[src/rtl/cdc_fifo_write_arbiter_if.sv]
// Write-side bundle between two valid/ready requesters, the arbiter and cdc_fifo.
// master = requesters plus FIFO environment, slave = the arbiter.
interface cdc_fifo_write_arbiter_if #(
   parameter int DATA_WIDTH = 4
);
   logic                  a_valid;
   logic [DATA_WIDTH-1:0] a_data;
   logic                  a_ready;
   logic                  b_valid;
   logic [DATA_WIDTH-1:0] b_data;
   logic                  b_ready;
   logic                  full;
   logic [DATA_WIDTH-1:0] write_data;
   logic                  write_increment;
   logic                  owner;
   logic [7:0]            a_count;
   logic [7:0]            b_count;

   modport master (
      output a_valid, a_data, b_valid, b_data, full,
      input  a_ready, b_ready, write_data, write_increment, owner, a_count, b_count
   );

   modport slave (
      input  a_valid, a_data, b_valid, b_data, full,
      output a_ready, b_ready, write_data, write_increment, owner, a_count, b_count
   );
endinterface

[src/rtl/cdc_fifo_write_arbiter.sv]
// Round-robin arbiter sharing the cdc_fifo write port between requesters A and B,
// with a bounded burst per grant and a one-entry output register gated by full.
module cdc_fifo_write_arbiter #(
   parameter int DATA_WIDTH = 4,
   parameter int BURST_LEN  = 4
) (
   input logic                     write_clock,
   input logic                     write_reset,
   cdc_fifo_write_arbiter_if.slave bus
);
   // state | meaning
   // OWN_A | A holds the grant; burst_cnt counts its consecutive accepted words
   // OWN_B | B holds the grant; burst_cnt counts its consecutive accepted words
   typedef enum logic {OWN_A = 1'b0, OWN_B = 1'b1} owner_t;

   localparam logic [3:0] BURST_MAX = 4'(BURST_LEN);
   localparam logic [3:0] BURST_SAT = 4'd15;

   owner_t                state;
   owner_t                state_nxt;
   logic [3:0]            burst_cnt;
   logic [3:0]            burst_cnt_nxt;

   logic                  out_valid;
   logic                  out_src;
   logic [DATA_WIDTH-1:0] out_data;
   logic [7:0]            a_count;
   logic [7:0]            b_count;

   logic                  owner_valid;
   logic                  other_valid;
   logic                  keep;
   logic                  grant_valid;
   owner_t                grant_src;
   logic                  consume;
   logic                  slot_free;
   logic                  a_ready;
   logic                  b_ready;
   logic                  a_accept;
   logic                  b_accept;
   logic                  accept;

   always_ff @(posedge write_clock or posedge write_reset) begin
      if (write_reset) begin
         state     <= OWN_A;
         burst_cnt <= '0;
      end else begin
         state     <= state_nxt;
         burst_cnt <= burst_cnt_nxt;
      end
   end

   // Ownership only moves on an accepted word, so idle cycles keep the preference.
   always_comb begin
      state_nxt     = state;
      burst_cnt_nxt = burst_cnt;
      if (accept) begin
         if (grant_src == state) begin
            if (burst_cnt != BURST_SAT) begin
               burst_cnt_nxt = burst_cnt + 4'd1;
            end
         end else begin
            state_nxt     = grant_src;
            burst_cnt_nxt = 4'd1;
         end
      end
   end

   always_comb begin
      consume     = out_valid & ~bus.full;
      slot_free   = ~out_valid | consume;
      owner_valid = (state == OWN_A) ? bus.a_valid : bus.b_valid;
      other_valid = (state == OWN_A) ? bus.b_valid : bus.a_valid;
      keep        = owner_valid & ((burst_cnt < BURST_MAX) | ~other_valid);
      grant_valid = 1'b0;
      grant_src   = state;
      if (keep) begin
         grant_valid = 1'b1;
         grant_src   = state;
      end else if (other_valid) begin
         grant_valid = 1'b1;
         grant_src   = (state == OWN_A) ? OWN_B : OWN_A;
      end
      // Readies are forced low during reset even though the slot looks free.
      a_ready  = ~write_reset & slot_free & grant_valid & (grant_src == OWN_A);
      b_ready  = ~write_reset & slot_free & grant_valid & (grant_src == OWN_B);
      a_accept = bus.a_valid & a_ready;
      b_accept = bus.b_valid & b_ready;
      accept   = a_accept | b_accept;
   end

   always_ff @(posedge write_clock or posedge write_reset) begin
      if (write_reset) begin
         out_valid <= 1'b0;
         out_src   <= 1'b0;
         out_data  <= '0;
      end else if (accept) begin
         out_valid <= 1'b1;
         out_src   <= b_accept;
         out_data  <= b_accept ? bus.b_data : bus.a_data;
      end else if (consume) begin
         out_valid <= 1'b0;
      end
   end

   always_ff @(posedge write_clock or posedge write_reset) begin
      if (write_reset) begin
         a_count <= '0;
         b_count <= '0;
      end else if (consume) begin
         if (out_src) begin
            b_count <= b_count + 8'd1;
         end else begin
            a_count <= a_count + 8'd1;
         end
      end
   end

   assign bus.a_ready         = a_ready;
   assign bus.b_ready         = b_ready;
   assign bus.write_increment = consume;
   assign bus.write_data      = out_data;
   assign bus.owner           = (state == OWN_B);
   assign bus.a_count         = a_count;
   assign bus.b_count         = b_count;
endmodule

[src/flat_wrapper.sv]
// flat-port wrapper written by rule: the top's interface ports become plain ports
module cdc_fifo_write_arbiter_flat 
#(
   parameter int DATA_WIDTH = 4,
   parameter int BURST_LEN  = 4
)
  (write_clock, write_reset, bus_a_valid, bus_a_data, bus_b_valid, bus_b_data, bus_full, bus_a_ready, bus_b_ready, bus_write_data, bus_write_increment, bus_owner, bus_a_count, bus_b_count);
  cdc_fifo_write_arbiter_if #(.DATA_WIDTH(DATA_WIDTH)) bus_i ();
  input logic write_clock;
  input logic write_reset;
  input wire logic [$bits(bus_i.a_valid)-1:0] bus_a_valid;
  input wire logic [$bits(bus_i.a_data)-1:0] bus_a_data;
  input wire logic [$bits(bus_i.b_valid)-1:0] bus_b_valid;
  input wire logic [$bits(bus_i.b_data)-1:0] bus_b_data;
  input wire logic [$bits(bus_i.full)-1:0] bus_full;
  output wire logic [$bits(bus_i.a_ready)-1:0] bus_a_ready;
  output wire logic [$bits(bus_i.b_ready)-1:0] bus_b_ready;
  output wire logic [$bits(bus_i.write_data)-1:0] bus_write_data;
  output wire logic [$bits(bus_i.write_increment)-1:0] bus_write_increment;
  output wire logic [$bits(bus_i.owner)-1:0] bus_owner;
  output wire logic [$bits(bus_i.a_count)-1:0] bus_a_count;
  output wire logic [$bits(bus_i.b_count)-1:0] bus_b_count;
  assign bus_i.a_valid = bus_a_valid;
  assign bus_i.a_data = bus_a_data;
  assign bus_i.b_valid = bus_b_valid;
  assign bus_i.b_data = bus_b_data;
  assign bus_i.full = bus_full;
  assign bus_a_ready = bus_i.a_ready;
  assign bus_b_ready = bus_i.b_ready;
  assign bus_write_data = bus_i.write_data;
  assign bus_write_increment = bus_i.write_increment;
  assign bus_owner = bus_i.owner;
  assign bus_a_count = bus_i.a_count;
  assign bus_b_count = bus_i.b_count;
  cdc_fifo_write_arbiter #(.DATA_WIDTH(DATA_WIDTH), .BURST_LEN(BURST_LEN)) u_core (.write_clock(write_clock), .write_reset(write_reset), .bus(bus_i));
endmodule
[config.mk]
export PLATFORM = sky130hd
export DESIGN_NAME = cdc_fifo_write_arbiter_flat
export DESIGN_NICKNAME = d
export VERILOG_FILES = /design/src/rtl/cdc_fifo_write_arbiter_if.sv /design/src/rtl/cdc_fifo_write_arbiter.sv /design/src/flat_wrapper.sv
export SDC_FILE = /design/constraint.sdc
export NUM_CORES = 1
export LEC_CHECK = 0
export CAP_MARGIN = 0
export CORE_UTILIZATION = 30
export CTS_CLUSTER_DIAMETER = 60
export DETAILED_ROUTE_END_ITERATION = 8
export DONT_BUFFER_PORTS = 1
export GPL_TIMING_DRIVEN = 0
export PLACE_DENSITY_LB_ADDON = 0.15
export SKIP_CTS_REPAIR_TIMING = 1
export SLEW_MARGIN = 15
export SYNTH_ARGS = -nofsm -noshare
export SYNTH_HDL_FRONTEND = slang
export SYNTH_SLANG_ARGS = --single-unit
[constraint.sdc]
create_clock -name write_clock -period 2.5 [get_ports write_clock]
set_input_delay 0.5 -clock write_clock [delete_from_list [all_inputs] [get_ports write_clock]]
set_output_delay 0.5 -clock write_clock [all_outputs]
set_load 0.02 [all_outputs]
==> Yosys cells after proc, flatten, opt, wreduce, memory -nomap -nowiden <==
Index checks and enable logic that the tools add are counted.
{ "word_totals": {"register_bits": 27, "input_bits": 13, "output_inout_bits": 24, "word_cells": 49} }
{ "classes": {"addsub": 3, "n_lt_le_gt_ge": 1, "eq_ne": 3, "muxes": 12, "bitwise_logic": 18, "reduce_logical": 5} }
{ "ops": {"columns": ["operator", "n"], "rows": [
  ["adder 8 x 1 -> 8 bit, second input constant", 2],
  ["two-way mux 4 bit", 3],
  ["two-way mux 1 bit", 9],
  ["bitwise AND 1 bit", 8],
  ["AND reduction 2 bit", 4],
  ["inverter 1 bit", 7],
  ["adder 4 x 1 -> 4 bit, second input constant", 1],
  ["< comparator 4 x 3 -> 1 bit, second input constant", 1],
  ["!= test 4 bit, second input constant", 1],
  ["OR 1 bit", 3],
  ["!= test 2 bit, second input constant", 1],
  ["nonzero test 2 bit", 1],
  ["equality test 1 bit", 1]
]} }

==> Logic depth before layout (Yosys ltp) <==
{ "logic_depth": {"depth_word": 10, "ltp_mapped": 6, "ltp_nobuf": 5} }

==> Worst setup path after synthesis <==
Ideal clock, no wire load.
{ "synth_path": {"path_type": "input port to output port", "start": "input write_reset", "end": "output bus_b_ready", "arrival_time_ns": 1.887, "t_required_ns": 2.000, "path_slack_ns": 0.113, "stages": 3, "path_buffers": 0, "cell_sequence": "inv_1 -> nand2b_1 -> nor3_1"} }
{ "synth_via": {"elab_chain_cells": 4} }
{ "synth_rtl": {"columns": ["element", "line", "text"], "rows": [
  ["start: declaration", "flat_wrapper.sv:10", "input logic write_reset;"],
  ["inverter 1 bit", "cdc_fifo_write_arbiter.sv:86", "b_ready = ~write_reset & slot_free & grant_valid & (grant_src == OWN_B);"],
  ["bitwise AND 1 bit (3 in a row)", "cdc_fifo_write_arbiter.sv:86", null],
  ["end: declaration", "flat_wrapper.sv:17", "output wire logic [$bits(bus_i.b_ready)-1:0] bus_b_ready;"]
]} }
Every way passes these cells.

==> Worst setup path after layout <==
{ "layout_path": {"start": "register u_core.state (netlist: u_core.bus.owner)", "end": "output bus_a_ready"} }
{ "layout_via": {"elab_chain_cells": 7, "elab_cells_between_ends": 13, "classes_between": "7 x mux; 6 x bitwise"} }
{ "layout_rtl": {"columns": ["element", "line", "text"], "rows": [
  ["start: declaration", "cdc_fifo_write_arbiter.sv:19", "owner_t state;"],
  ["start signal: assignment", "cdc_fifo_write_arbiter.sv:48", "state <= state_nxt;"],
  ["two-way mux 1 bit", "cdc_fifo_write_arbiter.sv:73", "other_valid = (state == OWN_A) ? bus.b_valid : bus.a_valid;"],
  ["inverter 1 bit", "cdc_fifo_write_arbiter.sv:74", "keep = owner_valid & ((burst_cnt < BURST_MAX) | ~other_valid);"],
  ["OR 1 bit", "cdc_fifo_write_arbiter.sv:74", null],
  ["bitwise AND 1 bit", "cdc_fifo_write_arbiter.sv:74", null],
  ["two-way mux 1 bit", "cdc_fifo_write_arbiter.sv:77", "if (keep) begin"],
  ["bitwise AND 1 bit or inverter 1 bit (tied branches)", "cdc_fifo_write_arbiter.sv:85", "a_ready = ~write_reset & slot_free & grant_valid & (grant_src == OWN_A);"],
  ["bitwise AND 1 bit (*)", "cdc_fifo_write_arbiter.sv:85", null],
  ["end: declaration", "flat_wrapper.sv:16", "output wire logic [$bits(bus_i.a_ready)-1:0] bus_a_ready;"]
]} }
Every way passes the cells marked *; elsewhere a longest branch is shown, timed or not.

==> results.json <==
{
  "outcome": "finished, final reports clean",
  "relSlewSlack_pct": 67.7,
  "power_mw": 1.44,
  "netlist_instances": 126,
  "gp_congestion": 0.776,
  "htree_levels": 1,
  "vias": 953,
  "leakage_nw": 0.642,
  "wl_met1_um": 1240,
  "drive_gt1_share_pct": 13.1,
  "wl_met2_um": 1240,
  "final-max-slew-violation-count": 0,
  "worst_clock_skew_ps": 3.35,
  "top_layer_used": "met4",
  "critPathMaxFanout": 9,
  "seq_area_frac_synth_pct": 50.5,
  "fin_cells": 180,
  "rsz0062_at_grt": "false",
  "clk_path_buf_depth": 2,
  "cp-start-kind": "register",
  "wl_um": 2690,
  "insertion_delay_ps": 270,
  "synth_nets": 142,
  "worst_pin_slew_ps": 485,
  "clk_pin_slew_ps": 100,
  "finalSetupViolCount": 0,
  "synth-seq-cells": 27,
  "worstReg2RegStart": "u_core.bus.owner$_DFFE_PP0P_",
  "ant_nets": 0,
  "peakVddDrop_mv": 0.373,
  "dp_cells": 176,
  "fin_crit_ps": 2360,
  "cp.required_ps": 2000,
  "fp.dieH_um": 68.8,
  "max_freq_mhz": 424,
  "cts_tree": "built",
  "crit_path_end_kind": "output pin",
  "wl_met3_um": 187,
  "drv_cap": 0,
  "min_path_type": "primary input to async pin",
  "area_delta_synth_final_pct": 8.79,
  "start_util_pct": 32.3,
  "grt_start_max_net_pins": 29,
  "avgViaCountPerCell": 5.29,
  "grt_pass1_wl_um": 4040,
  "timing.rr.end": "u_core.out_src$_DFFE_PP0P_",
  "fin_crit_sh_pct": 94.3,
  "wl_per_cell_um": 14.9,
  "groute.usage.overall_pct": 12.0,
  "ys_types": 32,
  "fin_setup_tns_ps": 0,
  "power_density_nw_per_um2": 992,
  "antennaDiodeCount": 0,
  "grt-ovfl-total": 0,
  "clockRootBuffer": "clkbuf_8",
  "dp_hpwl_um": 1960,
  "antenna_found_initial": 0,
  "cts_sinks": 27,
  "dr.pass1.iters": 4,
  "syn_area_um2": 1340,
  "reg2regPathDepth": 4,
  "finalHoldViolCount": 0,
  "io_buffers": 0,
  "arrival_ps": 1860,
  "die_w_um": 68.8,
  "drtIter0Drc": 19,
  "grt_pass1_vias": 812,
  "rows": 23,
  "io_pins": 37,
  "core_area_um2": 4140,
  "r2r_slack_ps": 730,
  "syn_avg_cell_area_um2": 10.6,
  "cts_buffers": 3,
  "dieArea_um2": 4730,
  "fin_nets": 147,
  "critPathKind": "register to output pin",
  "yosys_warnings": 0,
  "drc": 0
}
layer usage:
| layer | global-route usage [%] | vias up |
|---|---|---|
| li1 | - | 465 |
| met1 | 15.8 | 460 |
| met3 | 5.10 | 2 |
| met5 | 0 | - |
| met2 | 17.5 | 26 |
| met4 | 3.83 | 0 |
per-stage QoR:
| stage | hold WS [ps] | setup slack, ps | area, um2 | utilization [%] |
|---|---|---|---|---|
| floorplan | 494 | 113 | 1340 | - |
| global placement | 527 | -322 | 1400 | 33.8 |
| detailed placement | 535 | -351 | 1400 | 33.8 |
| CTS | 322 | -356 | 1450 | 35.0 |
| global route | 130 | 31.7 | 1460 | 35.1 |
| finish | 96.5 | 144 | 1460 | 35.1 |
worst max-delay path: stages, from the launching register on:
cell,delay (ps)
dfrtp_1,650
o21ai_1,210
a21o_1,280
a21oi_1,430
worst max-delay path by stage:
stage / start / end / slack [ps] / depth (start not counted)
2_1_floorplan: write_reset / bus_b_ready / 110 / 3
3_3_place_gp: write_reset / bus_b_ready / -320 / 3
3_5_place_dp: write_reset / bus_b_ready / -350 / 3
4_1_cts: write_reset / bus_b_ready / -360 / 3
5_1_grt: u_core.bus.owner$_DFFE_PP0P_ / bus_a_ready / 30 / 3
6_report: u_core.bus.owner$_DFFE_PP0P_ / bus_a_ready / 140 / 3
cell usage in the layout, fill, tap and decap left out, types with 4 or more instances in the layout:
master / Yosys / layout
nor2_1: 6 / 6
nand3_1: 12 / 12
nand2_1: 12 / 12
o211ai_1: 4 / 4
a21o_1: 4 / 4
dfrtp_1: 27 / 27
xnor2_1: 8 / 8
a21oi_1: 6 / 6
nand4_1: 5 / 5
xor2_1: 6 / 6
where the power goes:
group | leakage, nW | internal (mW) | switching, mW
logic | 0.274 | 0.164 | 0.182
registers | 0.347 | 0.561 | 0.279
clock network | 0.0217 | 0.113 | 0.143
total | 0.642 | 0.838 | 0.605
area by class of cell:
type	count	area (um2)
buffer	3	15.0
multi-input combinational	94	644
clock inverter	1	7.51
fill	435	2690
inverter	2	8.76
clock buffer	3	41.3
sequential	27	676
tap	50	62.6
cells by family (layout without fill, tap and decap cells):
kind of cell / after synthesis / in the layout / share of synthesized area [%]
simple gates: 50 / 50 / 20.3
flops: 27 / 27 / 50.5
compound gates: 25 / 25 / 13.8
xor+xnor: 14 / 14 / 9.17
buf+inv: 5 / 9 / 1.68
fa+ha+maj: 3 / 3 / 2.81
mux: 2 / 2 / 1.68
registers in the layout, indices dropped and copies added (netlist names):
name,count
u_core.bus.write_data,4
u_core.bus.b_count,8
u_core.bus.a_count,8
u_core.burst_cnt,4
u_core.out_src,1
u_core.bus.owner,1
u_core.out_valid,1
synthesized netlist by cell type:
library cell	count	share of area, %
a211oi_2	2	1.9
a21oi_4	1	1.2
clkbuf_2	1	0.37
a21o_1	4	2.2
o22a_1	1	0.65
a21oi_1	6	2.2
inv_1	2	0.56
nand2b_1	1	0.47
buf_2	2	0.75
ha_1	3	2.8
a21oi_2	1	0.65
nand3b_1	1	0.56
o211ai_1	4	2.2
nor3b_2	1	0.94
o2bb2ai_1	1	0.65
nand4b_1	2	1.3
nor2_1	6	1.7
a211oi_1	1	0.56
nand3_1	12	4.5
nor2b_1	2	0.94
or3b_4	1	0.84
and3_1	2	0.94
and4_1	2	1.3
nand4_1	5	2.3
o21ai_0	3	1.1
nor3_1	3	1.1
mux2_2	2	1.7
xor2_1	6	3.9
dfrtp_1	27	51
nand2_1	12	3.4
xnor2_1	8	5.2
o21ai_1	1	0.37
Power figures use the tool's default switching activity.
